[config.mk]
export PLATFORM = sky130hd
export DESIGN_NAME = cpu_exec_core
export DESIGN_NICKNAME = d
export VERILOG_FILES = /design/src/rtl/cpu_exec_pkg.sv /design/src/rtl/cpu_exec_alu.sv /design/src/rtl/cpu_exec_core.sv
export SDC_FILE = /design/constraint.sdc
export NUM_CORES = 1
export LEC_CHECK = 0
export CORE_ASPECT_RATIO = 0.75
export CORE_MARGIN = 1.5
export CORE_UTILIZATION = 49
export DETAILED_ROUTE_END_ITERATION = 8
export PLACE_DENSITY = 0.89
export SYNTH_ARGS = -nofsm -noshare
export SYNTH_HDL_FRONTEND = slang
export SYNTH_SLANG_ARGS = --single-unit
[constraint.sdc]
create_clock -name clk_ph1 -period 3.2 [get_ports clk_ph1]
set_input_delay 0.48 -clock clk_ph1 [delete_from_list [all_inputs] [get_ports clk_ph1]]
set_output_delay 0.48 -clock clk_ph1 [all_outputs]
set_load 0.01 [all_outputs]
[src/rtl/cpu_exec_pkg.sv]
`default_nettype none
// ============================================================================
// Module      : cpu_exec_pkg
// Description : Shared types for the execution core: opcode, addressing
//               mode and FSM state encodings, status flag bit positions.
// Revision    : 1.0 - initial release
// ============================================================================
package cpu_exec_pkg;

  localparam int STATE_W = 3;

  typedef enum logic [3:0] {
    OP_LDA = 4'h0,
    OP_LDX = 4'h1,
    OP_STA = 4'h2,
    OP_STX = 4'h3,
    OP_ADC = 4'h4,
    OP_SBC = 4'h5,
    OP_AND = 4'h6,
    OP_ORA = 4'h7,
    OP_EOR = 4'h8,
    OP_CMP = 4'h9,
    OP_INX = 4'hA,
    OP_DEX = 4'hB,
    OP_TAX = 4'hC,
    OP_TXA = 4'hD,
    OP_FLG = 4'hE,
    OP_NOP = 4'hF
  } op_e;

  typedef enum logic [1:0] {
    MODE_IMM     = 2'd0,
    MODE_ABS     = 2'd1,
    MODE_ABS_IDX = 2'd2,
    MODE_RSV     = 2'd3
  } mode_e;

  typedef enum logic [STATE_W-1:0] {
    ST_IDLE = 3'd0,
    ST_FIX  = 3'd1,
    ST_MEM  = 3'd2,
    ST_EXEC = 3'd3
  } state_e;

  // Status register bit positions (6502 layout)
  localparam int c_flag_c = 0;
  localparam int c_flag_z = 1;
  localparam int c_flag_d = 3;
  localparam int c_flag_v = 6;
  localparam int c_flag_n = 7;

  // Ops that never touch the bus regardless of addressing mode
  function automatic logic is_reg_op(input op_e op);
    return (op == OP_INX) || (op == OP_DEX) || (op == OP_TAX) ||
           (op == OP_TXA) || (op == OP_FLG) || (op == OP_NOP);
  endfunction

endpackage
`default_nettype wire

[src/rtl/cpu_exec_alu.sv]
`default_nettype none
// ============================================================================
// Module      : cpu_exec_alu
// Description : Combinational add/subtract unit for ADC, SBC and CMP.
//               Produces the binary sum (used for Z/N/V) and the value to
//               write back, which differs only on the BCD path.
//               Optional macro CPU_DECIMAL_EN enables NMOS-style decimal
//               adjust when DATA_W == 8; otherwise arithmetic is binary.
// Revision    : 1.0 - initial release
// ============================================================================
module cpu_exec_alu #(
  parameter int DATA_W = 8
) (
  input  logic [DATA_W-1:0] i_a,
  input  logic [DATA_W-1:0] i_b,
  input  logic              i_cin,
  input  logic              i_sub,
  input  logic              i_dec,
  output logic [DATA_W-1:0] o_result,
  output logic [DATA_W-1:0] o_bin_result,
  output logic              o_c,
  output logic              o_v
);

  logic [DATA_W-1:0] w_bop;
  logic [DATA_W:0]   w_sum;

  // Binary adder; subtraction is A + ~B + C as on the original part
  always_comb begin
    w_bop = i_sub ? ~i_b : i_b;
    w_sum = {1'b0, i_a} + {1'b0, w_bop} + {{DATA_W{1'b0}}, i_cin};
  end

  assign o_bin_result = w_sum[DATA_W-1:0];
  assign o_v = (i_a[DATA_W-1] == w_bop[DATA_W-1]) &&
               (w_sum[DATA_W-1] != i_a[DATA_W-1]);

`ifdef CPU_DECIMAL_EN
  if (DATA_W == 8) begin : g_bcd
    logic [4:0] w_alo;
    logic [5:0] w_ahi;
    logic [4:0] w_slo;
    logic [4:0] w_shi;
    logic       w_sborrow;

    // Per-nibble decimal adjust for both add and subtract
    always_comb begin
      w_alo = {1'b0, i_a[3:0]} + {1'b0, i_b[3:0]} + {4'b0, i_cin};
      if (w_alo > 5'd9) w_alo = w_alo + 5'd6;
      w_ahi = {2'b0, i_a[7:4]} + {2'b0, i_b[7:4]} + {5'b0, w_alo[4]};
      if (w_ahi > 6'd9) w_ahi = w_ahi + 6'd6;

      w_slo = {1'b0, i_a[3:0]} - {1'b0, i_b[3:0]} - {4'b0, ~i_cin};
      w_sborrow = w_slo[4];
      if (w_sborrow) w_slo = w_slo - 5'd6;
      w_shi = {1'b0, i_a[7:4]} - {1'b0, i_b[7:4]} - {4'b0, w_sborrow};
      if (w_shi[4]) w_shi = w_shi - 5'd6;
    end

    assign o_result = !i_dec ? w_sum[DATA_W-1:0] :
                      (i_sub ? {w_shi[3:0], w_slo[3:0]} : {w_ahi[3:0], w_alo[3:0]});
    // Decimal borrow on subtract coincides with the binary carry
    assign o_c = (i_dec && !i_sub) ? (w_ahi[5:4] != 2'b00) : w_sum[DATA_W];
  end else begin : g_nobcd
    logic w_dec_unused;
    assign w_dec_unused = i_dec;
    assign o_result     = w_sum[DATA_W-1:0];
    assign o_c          = w_sum[DATA_W];
  end
`else
  logic w_dec_unused;
  assign w_dec_unused = i_dec;
  assign o_result     = w_sum[DATA_W-1:0];
  assign o_c          = w_sum[DATA_W];
`endif

endmodule
`default_nettype wire

[src/rtl/cpu_exec_core.sv]
`default_nettype none
// ============================================================================
// Module      : cpu_exec_core
// Description : Single-clock micro-op execution core with accumulator,
//               NUM_IDX index registers and status P. Accepts one micro-op
//               at a time from the sequencer, performs at most one memory
//               bus cycle (with index-carry fix-up) and writes back on EXEC.
//               Optional macro CPU_DECIMAL_EN enables BCD ADC/SBC.
// Revision    : 1.0 - initial release
// ============================================================================
module cpu_exec_core #(
  parameter  int DATA_W  = 8,
  parameter  int ADDR_W  = 16,
  parameter  int NUM_IDX = 2,
  localparam int IDX_W   = (NUM_IDX > 1) ? $clog2(NUM_IDX) : 1
) (
  input  logic                      clk_ph1,
  input  logic                      rst,
  input  logic                      uop_valid,
  output logic                      uop_ready,
  input  logic [3:0]                uop_op,
  input  logic [1:0]                uop_mode,
  input  logic [IDX_W-1:0]          uop_reg,
  input  logic [IDX_W-1:0]          uop_ireg,
  input  logic [ADDR_W-1:0]         uop_operand,
  output logic                      done_valid,
  output logic                      mem_req,
  output logic                      mem_r_nw,
  output logic [ADDR_W-1:0]         mem_addr,
  output logic [DATA_W-1:0]         mem_wdata,
  input  logic [DATA_W-1:0]         mem_rdata,
  input  logic                      mem_rdy,
  output logic [DATA_W-1:0]         ac_dbg,
  output logic [7:0]                p_dbg,
  output logic [NUM_IDX*DATA_W-1:0] idx_dbg,
  output logic [2:0]                state_dbg
);
  import cpu_exec_pkg::*;

  localparam int c_hi_w = ADDR_W - DATA_W;

  state_e              r_state;
  state_e              w_state_next;
  logic [DATA_W-1:0]   r_ac;
  logic [DATA_W-1:0]   r_idx [NUM_IDX];
  logic [7:0]          r_p;
  op_e                 r_op;
  mode_e               r_mode;
  logic [IDX_W-1:0]    r_reg;
  logic [DATA_W-1:0]   r_imm;
  logic                r_is_write;
  logic [ADDR_W-1:0]   r_addr;
  logic [DATA_W-1:0]   r_wdata;
  logic [DATA_W-1:0]   r_mdata;
  logic                r_done;

  // Incoming micro-op decode
  op_e                 w_in_op;
  mode_e               w_in_mode;
  logic                w_in_store;
  logic                w_in_bus;
  logic                w_in_carry;
  logic [DATA_W:0]     w_lo_sum;
  logic [ADDR_W-1:0]   w_in_addr;
  logic                w_accept;
  logic [DATA_W-1:0]   w_ireg_val;
  logic [DATA_W-1:0]   w_sreg_val;
  logic [DATA_W-1:0]   w_reg_val;

  // Execute stage
  logic [DATA_W-1:0]   w_b;
  logic                w_alu_cin;
  logic                w_alu_sub;
  logic                w_alu_dec;
  logic [DATA_W-1:0]   w_alu_res;
  logic [DATA_W-1:0]   w_alu_bin;
  logic                w_alu_c;
  logic                w_alu_v;
  logic                w_ac_we;
  logic [DATA_W-1:0]   w_ac_new;
  logic                w_idx_we;
  logic [DATA_W-1:0]   w_idx_new;
  logic [7:0]          w_p_new;
  logic                w_zn_we;
  logic [DATA_W-1:0]   w_zn_val;

  assign w_in_op    = op_e'(uop_op);
  assign w_in_mode  = mode_e'(uop_mode);
  assign w_accept   = uop_valid && (r_state == ST_IDLE);
  assign w_in_store = (w_in_op == OP_STA) || (w_in_op == OP_STX);
  assign w_in_bus   = !is_reg_op(w_in_op) && (w_in_mode != MODE_IMM);

  // Index register read ports: indexing base, store source, execute source
  always_comb begin
    w_ireg_val = '0;
    w_sreg_val = '0;
    w_reg_val  = '0;
    for (int i = 0; i < NUM_IDX; i++) begin
      if (i == int'(uop_ireg)) w_ireg_val = r_idx[i];
      if (i == int'(uop_reg))  w_sreg_val = r_idx[i];
      if (i == int'(r_reg))    w_reg_val  = r_idx[i];
    end
  end

  // Effective address; a carry out of the low byte defers the high-part bump to FIX
  always_comb begin
    w_lo_sum   = {1'b0, uop_operand[DATA_W-1:0]} + {1'b0, w_ireg_val};
    w_in_carry = (w_in_mode == MODE_ABS_IDX) && w_lo_sum[DATA_W];
    if (w_in_mode == MODE_ABS_IDX)
      w_in_addr = {uop_operand[ADDR_W-1:DATA_W], w_lo_sum[DATA_W-1:0]};
    else
      w_in_addr = uop_operand;
  end

  // FSM state register
  always_ff @(posedge clk_ph1) begin
    if (!rst) r_state <= ST_IDLE;
    else      r_state <= w_state_next;
  end

  // FSM next state and bus handshake outputs
  always_comb begin
    w_state_next = r_state;
    uop_ready    = 1'b0;
    mem_req      = 1'b0;
    mem_r_nw     = 1'b1;
    case (r_state)
      ST_IDLE: begin
        uop_ready = 1'b1;
        if (w_accept) begin
          if (!w_in_bus)       w_state_next = ST_EXEC;
          else if (w_in_carry) w_state_next = ST_FIX;
          else                 w_state_next = ST_MEM;
        end
      end
      ST_FIX: w_state_next = ST_MEM;
      ST_MEM: begin
        mem_req  = 1'b1;
        mem_r_nw = !r_is_write;
        if (mem_rdy) w_state_next = r_is_write ? ST_IDLE : ST_EXEC;
      end
      ST_EXEC: w_state_next = ST_IDLE;
      default: w_state_next = ST_IDLE;
    endcase
  end

  assign w_b       = (r_mode == MODE_IMM) ? r_imm : r_mdata;
  assign w_alu_sub = (r_op != OP_ADC);
  assign w_alu_cin = (r_op == OP_CMP) ? 1'b1 : r_p[c_flag_c];
  assign w_alu_dec = r_p[c_flag_d] && (r_op != OP_CMP);

  cpu_exec_alu #(
    .DATA_W (DATA_W)
  ) u_alu (
    .i_a          (r_ac),
    .i_b          (w_b),
    .i_cin        (w_alu_cin),
    .i_sub        (w_alu_sub),
    .i_dec        (w_alu_dec),
    .o_result     (w_alu_res),
    .o_bin_result (w_alu_bin),
    .o_c          (w_alu_c),
    .o_v          (w_alu_v)
  );

  // Execute-stage result selection and flag update
  always_comb begin
    w_ac_we   = 1'b0;
    w_ac_new  = r_ac;
    w_idx_we  = 1'b0;
    w_idx_new = w_reg_val;
    w_p_new   = r_p;
    w_zn_we   = 1'b0;
    w_zn_val  = '0;
    case (r_op)
      OP_LDA: begin w_ac_we = 1'b1;  w_ac_new = w_b;  w_zn_we = 1'b1; w_zn_val = w_b; end
      OP_LDX: begin w_idx_we = 1'b1; w_idx_new = w_b; w_zn_we = 1'b1; w_zn_val = w_b; end
      OP_ADC, OP_SBC: begin
        w_ac_we = 1'b1;
        w_ac_new = w_alu_res;
        w_p_new[c_flag_c] = w_alu_c;
        w_p_new[c_flag_v] = w_alu_v;
        w_zn_we = 1'b1;
        w_zn_val = w_alu_bin;
      end
      OP_AND: begin w_ac_we = 1'b1; w_ac_new = r_ac & w_b; w_zn_we = 1'b1; w_zn_val = r_ac & w_b; end
      OP_ORA: begin w_ac_we = 1'b1; w_ac_new = r_ac | w_b; w_zn_we = 1'b1; w_zn_val = r_ac | w_b; end
      OP_EOR: begin w_ac_we = 1'b1; w_ac_new = r_ac ^ w_b; w_zn_we = 1'b1; w_zn_val = r_ac ^ w_b; end
      OP_CMP: begin
        w_p_new[c_flag_c] = w_alu_c;
        w_zn_we = 1'b1;
        w_zn_val = w_alu_bin;
      end
      OP_INX: begin w_idx_we = 1'b1; w_idx_new = w_reg_val + 1'b1; w_zn_we = 1'b1; w_zn_val = w_reg_val + 1'b1; end
      OP_DEX: begin w_idx_we = 1'b1; w_idx_new = w_reg_val - 1'b1; w_zn_we = 1'b1; w_zn_val = w_reg_val - 1'b1; end
      OP_TAX: begin w_idx_we = 1'b1; w_idx_new = r_ac; w_zn_we = 1'b1; w_zn_val = r_ac; end
      OP_TXA: begin w_ac_we = 1'b1; w_ac_new = w_reg_val; w_zn_we = 1'b1; w_zn_val = w_reg_val; end
      OP_FLG: begin
        if (r_imm[1]) w_p_new[c_flag_d] = r_imm[0];
        else          w_p_new[c_flag_c] = r_imm[0];
      end
      default: ;
    endcase
    if (w_zn_we) begin
      w_p_new[c_flag_z] = (w_zn_val == '0);
      w_p_new[c_flag_n] = w_zn_val[DATA_W-1];
    end
  end

  // Datapath registers: micro-op capture, bus address/data, write-back
  always_ff @(posedge clk_ph1) begin
    if (!rst) begin
      r_ac       <= '0;
      r_p        <= 8'h00;
      r_op       <= OP_NOP;
      r_mode     <= MODE_IMM;
      r_reg      <= '0;
      r_imm      <= '0;
      r_is_write <= 1'b0;
      r_addr     <= '0;
      r_wdata    <= '0;
      r_mdata    <= '0;
      r_done     <= 1'b0;
      for (int i = 0; i < NUM_IDX; i++) r_idx[i] <= '0;
    end else begin
      r_done <= (r_state == ST_EXEC) || ((r_state == ST_MEM) && r_is_write && mem_rdy);
      if (w_accept) begin
        r_op       <= w_in_op;
        r_mode     <= w_in_mode;
        r_reg      <= uop_reg;
        r_imm      <= uop_operand[DATA_W-1:0];
        r_is_write <= w_in_store && w_in_bus;
        if (w_in_bus) r_addr <= w_in_addr;
        if (w_in_store && w_in_bus) r_wdata <= (w_in_op == OP_STA) ? r_ac : w_sreg_val;
      end
      if (r_state == ST_FIX)
        r_addr[ADDR_W-1:DATA_W] <= r_addr[ADDR_W-1:DATA_W] + {{(c_hi_w-1){1'b0}}, 1'b1};
      if ((r_state == ST_MEM) && !r_is_write && mem_rdy)
        r_mdata <= mem_rdata;
      if (r_state == ST_EXEC) begin
        if (w_ac_we) r_ac <= w_ac_new;
        for (int i = 0; i < NUM_IDX; i++)
          if (w_idx_we && (i == int'(r_reg))) r_idx[i] <= w_idx_new;
        r_p <= w_p_new;
      end
    end
  end

  assign done_valid = r_done;
  assign mem_addr   = r_addr;
  assign mem_wdata  = r_wdata;
  assign ac_dbg     = r_ac;
  assign p_dbg      = r_p;
  assign state_dbg  = r_state;

  for (genvar g = 0; g < NUM_IDX; g++) begin : g_idx_dbg
    assign idx_dbg[g*DATA_W +: DATA_W] = r_idx[g];
  end

endmodule
`default_nettype wire
### Word level (Yosys, flattened, before mapping)

Memories as Yosys holds them, arrays and structs flattened.
Cells that the tools add are included.

* input bits: 36
* word-level logic and storage cells: 143
* memories kept: 1
* memory bits (read-only): 0
* flip-flop bits (word level): 65
* memory bits (writable): 16
* bits in latches: 0

Memories
* r_idx: words 2, width 8, read ports 2, clocked after Yosys merged registers in 0, wr ports 2, line cpu_exec_core.sv:45 `logic [DATA_W-1:0] r_idx [NUM_IDX];`

* $add $sub $neg: 6
* equal/unequal tests: 30
* divide/modulo/power cells: 0
* reduce and logical (&&, ||, !) cells: 44
* $lt $le $gt $ge: 0
* multipliers: 0
* shifts and indexed selects: 0
* multiplexer cells: 39
* bitwise logic cells: 7

Operators by type and width (number)
* $mux W8: 10
* $pmux W8 S9: 1
* $eq A4 B4 Y1 const B: 13
* $pmux W8 S6: 1
* $mux W16: 2
* $pmux W8 S4: 1
* $add A8 B8 Y9: 2
* $mux W1: 17
* $add A8 B1 Y8 const B: 2
* $eq A4 B3 Y1 const B: 4
* $reduce_and A2 Y1: 6
* $reduce_or A12 Y1: 1
* $logic_and A1 B1 Y1: 11
* $add A9 B1 Y9: 1
* $pmux W3 S3: 1
* $reduce_and A3 Y1: 3
* $and A8 B8 Y8: 1
* $eq A4 B2 Y1 const B: 2
* $logic_not A8 Y1: 1
* $not A8 Y8: 1
* $or A8 B8 Y8: 1
* $reduce_bool A2 Y1: 4
* $sub A8 B1 Y8 const B: 1
* $xor A8 B8 Y8: 1
* other kinds (23): 38

### Logic depth before layout (Yosys ltp)

Gate-level depths: netlist of run 1.

* depth after elaboration: 11
* depth in mapped cells: 16
* mapped depth without buffers: 14

### Modules after synthesis

Synthesis of run 1 repeated with hierarchy kept, for this count alone.

* cell total of the unflattened synthesis: 723
* area total of the unflattened synthesis: 5997.0 um^2

Modules (own cells, without submodules)
* cpu_exec_core: sequential area each 1761.7 um^2, cells each 655, times used 1, area each 5464.0 um^2
* cpu_exec_alu: sequential area each 0.0 um^2, cells each 68, times used 1, area each 533.0 um^2

### Least setup slack after synthesis of run 1

OpenSTA, ideal clock, no wires.

* path kind: flip-flop to flip-flop
* from: register r_op[2]
* to: register r_p[1], in the netlist p_dbg[1]
* path slack: -289 ps
* arrival time: 3429 ps
* cell stages (with the launch flop): 14
* data required time: 3141 ps
* path buffers: 3
* path through: dfxtp_1 > clkbuf_1 > buf_2 > nor3b_1 > nor2b_1 > buf_2 > xnor2_1 > fa_1 > inv_1 > fa_1 > or3b_2 > o31a_1 > nor4_1 > a41o_1

* cells in the longest elaborated chain, start to end: 6
* elaborated cells on any way between the ends: 24
* classes of those cells: add/sub (2); eq/ne (12); mux (4); reduce/logical (6)

Ends and longest elaborated chain
* from (decl): line cpu_exec_core.sv:47 `op_e r_op;`
* from (signal assigned): line cpu_exec_core.sv:228 `r_op <= w_in_op;`
* $ne A4 B3 Y1: line cpu_exec_core.sv:148 `assign w_alu_sub = (r_op != OP_ADC);`
* $mux W8: line cpu_exec_alu.sv:30 `w_bop = i_sub ? ~i_b : i_b;`
* $add A8 B8 Y9: line cpu_exec_alu.sv:31 `w_sum = {1'b0, i_a} + {1'b0, w_bop} + {{DATA_W{1'b0}}, i_cin};`
* $add A9 B1 Y9: line cpu_exec_alu.sv:31
* $pmux W8 S9: line cpu_exec_core.sv:175 `case (r_op)`
* $logic_not A8 Y1: line cpu_exec_core.sv:205 `w_p_new[c_flag_z] = (w_zn_val == '0);`
* to (signal assigned): line cpu_exec_core.sv:244 `r_p <= w_p_new;`
* to (decl): line cpu_exec_core.sv:46 `logic [7:0] r_p;`

Several ways; a longest one is shown, not always the timed one.
A chain may end at the register's enable or synchronous reset.

### Final worst setup path of run 1

* from: register r_mode[0]
* to: register r_ac[6], in the netlist ac_dbg[6]

* cells in the longest elaborated chain, start to end: 7
* elaborated cells on any way between the ends: 10
* classes of those cells: add/sub (2); mux (3); bitwise (4); reduce/logical (1)

Ends and longest elaborated chain
* from (decl): line cpu_exec_core.sv:48 `mode_e r_mode;`
* from (signal assigned): line cpu_exec_core.sv:229 `r_mode <= w_in_mode;`
* $logic_not A2 Y1 (*): line cpu_exec_core.sv:147 `assign w_b = (r_mode == MODE_IMM) ? r_imm : r_mdata;`
* $mux W8 (*): line cpu_exec_core.sv:147
* $not A8 Y8: line cpu_exec_alu.sv:30
* $mux W8: line cpu_exec_alu.sv:30
* $add A8 B8 Y9: line cpu_exec_alu.sv:31
* $add A9 B1 Y9: line cpu_exec_alu.sv:31
* $pmux W8 S6 (*): line cpu_exec_core.sv:175
* to (signal assigned): line cpu_exec_core.sv:241 `if (w_ac_we) r_ac <= w_ac_new;`
* to (decl): line cpu_exec_core.sv:44 `logic [DATA_W-1:0] r_ac;`

Mark *: on every way between the ends. The rest lies on a longest branch, timed or not.

==> implementation parameters, run 1 <==
Parameter                              Value

Synthesis
  Cell types occupying the most area after synthesis    dfxtp_1 22%, edfxtp_1 8.4%, ha_1 7.6%
  Async set or reset register ratio after synthesis    0%
  Unique cell type count in the Yosys netlist    75
  Sequential cell area fraction in the yosys report    30.8%
  Average instance area after synthesis    8.32 sq um
  Number of warning messages in the yosys log    0
  Synthesized netlist cell count    about 690
  Total of flip-flops plus latches after synthesis    80
  Share of the synthesized area in the top cell type    22.4%
  EDFF count, synth    16
  Top cell type by total area after synthesis    dfxtp_1
  Post-synth design cell area    5730 sq um
  Dominant synthesized flop cell    dfxtp_1

Power
  Static power due to leakage    ~2.8 nW
  Power Density    425 nW/um^2
  Max IR drop VDD    about 0.31 mV

Clock tree
  Max Root-Sink Buffers    2
  Clock tree root buffer cell    clkbuf_16
  CTS clock-pin slew for the worst setup and hold paths    about 0.060 ns
  Later-pin clock latency in the skew report    0.34 ns
  Total clock buffers created by CTS    9
  CTS H-tree depth    3
  Clock sink count    80
  CTS Hold Buffers Added    0
  TritonCTS clock tree    yes

Finish
  Highest-count cells in the layout ignoring fill and taps    94 x clkdlybuf4s50_1, 79 x nand2_1, 75 x nor2_1
  Fraction of the core area covered by cells at the end of the flow    65.2%
  Layout Area Growth over Synthesis    26.9%
  Fill cells    930
  Register Area    about 1800 sq um
  Multi-input logic area    3740 sq um
  Most common cell after layout, fill and taps aside    clkdlybuf4s50_1
  Layout cells sized above 1    12.5%
  Cell area after layout    7270 sq um
  Final Non-Filler Cells    930
  Nets    about 860
  Count of inserted antenna diode cells    0

Detailed routing
  Vias per cell    6.26
  Detailed-route DRC error count    0
  Amount of wire on met2 after detailed routing    8010 um
  Number of vias in the routed layout    a little under 6000
  Final routed wirelength across all metal layers    18600 um
  Met3 Wirelength    around 2100 um
  Post-detailed-route count of antenna-violating nets    0
  Routed metal-1 wirelength    8080 um
  Detailed Route Iter0 Violations    a little under 700
  Pre-Repair DR Iteration Count    6
  Routed length per instance    ~20 um
  Highest signal layer in the routed design    met4

STA
  Min setup slack post-route    -0.133 ns
  Transition at the pin with the smallest max-transition slack    roughly 0.86 ns
  Min cycle time layout    3.33 ns
  Maximum clock rate    about 0.30 GHz
  Setup violators final    1
  Layout Skew    0.0112 ns
  Post-route worst hold slack    0.479 ns
  Max transition margin    between 40% and 50%
  Final cycle utilization of the critical path    104%
  Total count of max-transition violations in the final report    0
  Count of final hold-check violations    0

Placement
  Final weighted congestion in routability-driven placement    0.955
  Post-placement cell count    908
  Post-DP Area    6850 sq um
  Setup WS pre-CTS    0.0261 ns
  Buffers added on ports    94
  Estimated wirelength of the detail-placed design    13700 um

Global routing
  GRT Util Overall    29.2%
  Initial antenna violation count    0
  Residual overflow from global routing    0
  Number of global-route vias before repair    5326
  First-pass GRT wire length    28500 um
  Maximum number of pins on one net before global-route repair    39

Floorplanning
  Die area    12300 sq um
  Number of standard-cell rows in the floorplan    33
  Starting density of the core    roughly half
  I/O pin count    approximately 100
  Die Ht    96.6 um
  Die extent in x    around 130 um
  Area of the placeable core    11100 sq um

Setup path
  Largest fanout of any net on the critical path    3
  Worst EP arrival    3.52 ns
  Peak per-stage delay on the critical path    0.68 ns
  Data required, critical path    ~3.4 ns
  Kind of critical path    reg -> reg
  Crit start category    register
  Reg2Reg Setup Slack    -0.13 ns
  Crit. End Element    register
  Worst-path cell chain    nor2_4 > mux2_4 > inv_4 > xnor2_2 > fa_2 > inv_2 > fa_2 > a211oi_2 > o21bai_1 > a211oi_1 > nor2_1 > a2111oi_0 > a211oi_1
  Library cell contributing the largest single delay on the critical path    a2111oi_0

Status
  Violated checks    negative setup slack
  Outcome    complete, but fails checks

Hold path
  Worst hold path class    reg -> reg

Flow run
  # Max-Cap Violations    0
-- synth_stat cells (all sizes together) (4+ instances only) --
master   count
o21a         4
a31oi        7
and2         6
a211oi      21
a2111oi      7
nand3       15
a22oi        4
a21boi       5
xor2         7
edfxtp      16
a221o        4
buf         19
nor4         4
nand2       79
nand3b       5
xnor2       20
inv         33
mux2        17
mux2i       28
ha          35
clkbuf      25
nor2        77
dfxtp       64
a21oi       44
nand2b      14
nor2b       13
nand4        8
a221oi      10
o21ai       35
nor3        13
-- report_power, final --
group	total, W	leakage, nW	internal (W)	switching [W]
clock	0.000956	0.133	0.000524	0.000432
combinational	0.000953	1.96	0.000429	0.000524
sequential	0.00118	0.687	0.00109	0.0000899
-- layer usage --
layer / vias to the layer above / GRT usage [%]
li1: 2658 / -
met1: 2718 / 43.6
met2: 396 / 41.8
met3: 49 / 7.91
met4: 0 / 6.05
met5: - / 0
-- cells by family (layout without fill, tap and decap cells) --
logic type,Yosys count,in the layout,synth area share (%)
multiplexers,45,45,9.03
XOR/XNOR,27,27,4.13
adder cells (fa/ha/maj),38,38,8.70
other,1,4,0.0655
buffers and inverters,77,176,5.97
flip-flops,80,80,30.8
AO/OA/AOI/OAI,170,170,20.5
AND/OR/NAND/NOR,250,250,20.8
-- critical path, delay by kind of cell (launching register included) --
family                   cells  cell delay [ns]
flip-flops                   1             0.34
AO/OA/AOI/OAI                5             1.45
XOR/XNOR                     1             0.12
AND/OR/NAND/NOR              2             0.20
buffers and inverters        2             0.10
multiplexers                 1             0.33
adder cells (fa/ha/maj)      2             0.65
-- final timing paths --
| kind | cells after the start | startpoint | endpoint |
|---|---|---|---|
| min reg2reg | 2 | r_imm[4]$_SDFFE_PN0P_ | r_imm[4]$_SDFFE_PN0P_ |
| max | 13 | r_mode[0]$_SDFFE_PN0P_ | ac_dbg[6]$_SDFFE_PN0P_ |
| min | 2 | r_imm[4]$_SDFFE_PN0P_ | r_imm[4]$_SDFFE_PN0P_ |
| max reg2reg | 13 | r_mode[0]$_SDFFE_PN0P_ | ac_dbg[6]$_SDFFE_PN0P_ |
-- stage by stage --
step / setup TNS, ns / total power (W)
after global routing: -0.169 / 0.00321
after detailed placement: 0 / 0.00206
final: -0.133 / 0.00309
after floorplan: 0 / 0.00175
after global placement: 0 / 0.00204
after CTS: 0 / 0.00300
-- area by class of cell --
class | count | area share (%)
clock buffer | 9 | 3.10
clock inverter | 7 | 0.603
inverter | 33 | 1.74
multi-input combinational | 534 | 51.5
sequential | 80 | 24.3
tap | 140 | 2.41
timing repair buffer | 127 | 16.4
-- what timing repair did --
action,4_1_cts,5_1_grt
pin swaps,0,11
gates resized for setup,2,20
setup endpoints to repair,1,4
buffers inserted,0,6
gates cloned,0,0
Power figures use the tool's default switching activity.
==> run 2, diff against run 1 <==
--- a/config.mk
+++ b/config.mk
@@ -5,11 +5,14 @@
 export SDC_FILE = /design/constraint.sdc
 export NUM_CORES = 1
 export LEC_CHECK = 0
+export ABC_CLOCK_PERIOD_IN_PS = 3200
 export CORE_ASPECT_RATIO = 0.75
 export CORE_MARGIN = 1.5
 export CORE_UTILIZATION = 49
 export DETAILED_ROUTE_END_ITERATION = 8
+export GPL_ROUTABILITY_DRIVEN = 0
 export PLACE_DENSITY = 0.89
+export SKIP_LAST_GASP = 1
 export SYNTH_ARGS = -nofsm -noshare
 export SYNTH_HDL_FRONTEND = slang
 export SYNTH_SLANG_ARGS = --single-unit
==> implementation parameters, run 2 (same netlist as run 1, synthesis figures left out) <==
Parameter                              Value

Finish
  Fraction of the core area covered by cells at the end of the flow    65.6% (+0.42 points)
  Fill cells    876 (-5.8%)
  Most common cell after layout, fill and taps aside    clkdlybuf4s50_1
  Layout Area Growth over Synthesis    27.7%
  Layout cells sized above 1    12.7% (+0.17 points)
  Highest-count cells in the layout ignoring fill and taps    94 x clkdlybuf4s50_1, 79 x nand2_1, 75 x nor2_1
  Count of inserted antenna diode cells    0 (unchanged)
  Nets    856 (-0.35%)

Detailed routing
  Post-detailed-route count of antenna-violating nets    0 (unchanged)
  Number of vias in the routed layout    6025 (+3.5%)
  Routed length per instance    21.2 um (+5.9%)
  Vias per cell    6.50 (+3.8%)
  Pre-Repair DR Iteration Count    6 (unchanged)
  Detailed Route Iter0 Violations    934 (+34%)
  Detailed-route DRC error count    0 (unchanged)
  Final routed wirelength across all metal layers    19600 um (+5.5%)

Floorplanning
  Die area    12300 sq um (unchanged)
  Starting density of the core    51.4% (unchanged)
  Area of the placeable core    11100 sq um (unchanged)
  I/O pin count    99 (unchanged)
  Die extent in x    128 um (unchanged)
  Die Ht    96.6 um (unchanged)
  Number of standard-cell rows in the floorplan    33 (unchanged)

Power
  Static power due to leakage    2.79 nW (+0.41%)
  Max IR drop VDD    0.374 mV (+22%)
  Sequential power share    36.3% (-1.9 points)
  Tot Pwr    0.00326 W (+5.4%)
  Power Density    445 nW/um^2 (+4.8%)
  Power share of the combinational group    29.7% (-1.2 points)
  Switch share    33.1% (-0.72 points)
  Net switching power    0.00108 W (+3.2%)
  Clk pwr share    33.9% (+2.9 points)
  Internal Pwr Total    0.00218 W (+6.6%)

Placement
  Buffers added on ports    94 (unchanged)
  Estimated wirelength of the detail-placed design    13800 um (+0.83%)

Status
  Outcome    complete, but fails checks
  Violated checks    negative setup slack

Global routing
  Residual overflow from global routing    0 (unchanged)
  GRT Util Overall    30.8% (+1.6 points)
  Maximum number of pins on one net before global-route repair    39 (unchanged)
  First-pass GRT wire length    30000 um (+5.2%)
  Number of global-route vias before repair    5521 (+3.7%)
  Initial antenna violation count    0 (unchanged)

Clock tree
  Total clock buffers created by CTS    9 (unchanged)
  CTS clock-pin slew for the worst setup and hold paths    0.06 ns (about the same)
  Clock tree root buffer cell    clkbuf_16
  Later-pin clock latency in the skew report    0.35 ns (about the same)
  TritonCTS clock tree    yes
  Clock sink count    80 (unchanged)
  CTS H-tree depth    3 (unchanged)
  Max Root-Sink Buffers    2 (unchanged)

STA
  Transition at the pin with the smallest max-transition slack    0.917 ns (+0.0584 ns)
  Setup repair after global routing missed its margin    yes
  Setup TNS Final    -0.0789 ns (+0.0545 ns)
  Total count of max-transition violations in the final report    0 (unchanged)
  Final cycle utilization of the critical path    102% (-1.7 points)
  Min setup slack post-route    -0.0789 ns (+0.0545 ns)
  Max transition margin    38.7% (-3.9 points)
  Count of final hold-check violations    0 (unchanged)
  Min cycle time layout    3.28 ns (-0.0545 ns)
  Maximum clock rate    0.305 GHz (+1.7%)
  Layout Skew    0.00633 ns (-0.00490 ns)
  Setup violators final    1 (unchanged)

Setup path
  Data required, critical path    3.49 ns (+0.10 ns)
  Crit start category    register
  Worst EP arrival    3.57 ns (+0.05 ns)
  Crit. End Element    register
  Kind of critical path    reg -> reg
  Reg2Reg Setup Slack    -0.08 ns (+0.05 ns)
  Largest fanout of any net on the critical path    3 (unchanged)

Flow run
  # Max-Cap Violations    0 (unchanged)

Hold path
  Worst hold path class    reg -> reg
==> run 2: cell types whose count changed in the layout (fill, tap and decap cells not counted), sizes merged <==
cell	change
buf	-3
clkbuf	+2
clkinv	-2
bufinv	+1
clkinvlp	-1
==> run 2: routing by layer <==
layer / vias up / track usage (%) / share of wire [%]
met4: 0 / 12.8 / 4.2
li1: 2643 / - / -
met1: 2768 / 44.1 / 40
met5: - / 0 / 0
met3: 101 / 7.91 / 14
met2: 513 / 43.6 / 42
==> run 2: stage by stage <==
step	instance area (sq um)	hold slack, ns	setup slack, ns	instances
6_report	7310	0.477	-0.0789	927
5_1_grt	7310	0.496	-0.137	927
4_1_cts	7170	0.471	0.0498	923
3_5_place_dp	6840	0.462	-0.0434	907
3_3_place_gp	6840	0.447	0.0807	907
2_1_floorplan	5760	0.433	0.0395	691
==> run 2: final timing paths <==
path,start,end,depth (start not counted)
worst max-delay path,r_mode[0]$_SDFFE_PN0P_,p_dbg[1]$_SDFFE_PN0P_,14
worst min-delay path,r_imm[5]$_SDFFE_PN0P_,r_imm[5]$_SDFFE_PN0P_,2
worst max register to register,r_mode[0]$_SDFFE_PN0P_,p_dbg[1]$_SDFFE_PN0P_,14
worst min register to register,r_imm[5]$_SDFFE_PN0P_,r_imm[5]$_SDFFE_PN0P_,2
==> run 2: final cells by class <==
| type | count | area [sq um] | share of cell area, % |
|---|---|---|---|
| Inverter | 33 | 126 | 1.73 |
| Timing Repair Buffer | 124 | 1170 | 16.0 |
| Clock inverter | 5 | 61.3 | 0.838 |
| Sequential cell | 80 | 1760 | 24.1 |
| Tap cell | 140 | 175 | 2.40 |
| Multi-Input combinational cell | 534 | 3760 | 51.4 |
| Clock buffer | 11 | 254 | 3.47 |
==> run 2: power by group through the flow <==
stage / clock network [W] / logic [W] / registers [W]
CTS: 0.00110 / 0.000883 / 0.00117
finish: 0.00111 / 0.000969 / 0.00118
global placement: 0 / 0.000842 / 0.00119
detailed placement: 0 / 0.000866 / 0.00120
floorplan: 0 / 0.000574 / 0.00117
global route: 0.00115 / 0.00103 / 0.00119
==> run 2: repair_timing <==
item,CTS,global route
resized for setup,3,26
pin swaps,0,14
setup endpoints to repair,2,6
buffers inserted,0,4
hold buffers,0,0
==> run 2: critical path, cell delays in order (launching register included) <==
cell,delay [ns]
dfxtp_2,0.34
nor2_4,0.12
mux2_4,0.33
inv_4,0.09
xnor2_4,0.12
fa_2,0.25
inv_2,0.05
fa_2,0.40
buf_6,0.14
a211oi_4,0.26
nor2_1,0.11
xor2_1,0.18
o31a_1,0.29
nor4_2,0.32
a41o_1,0.22
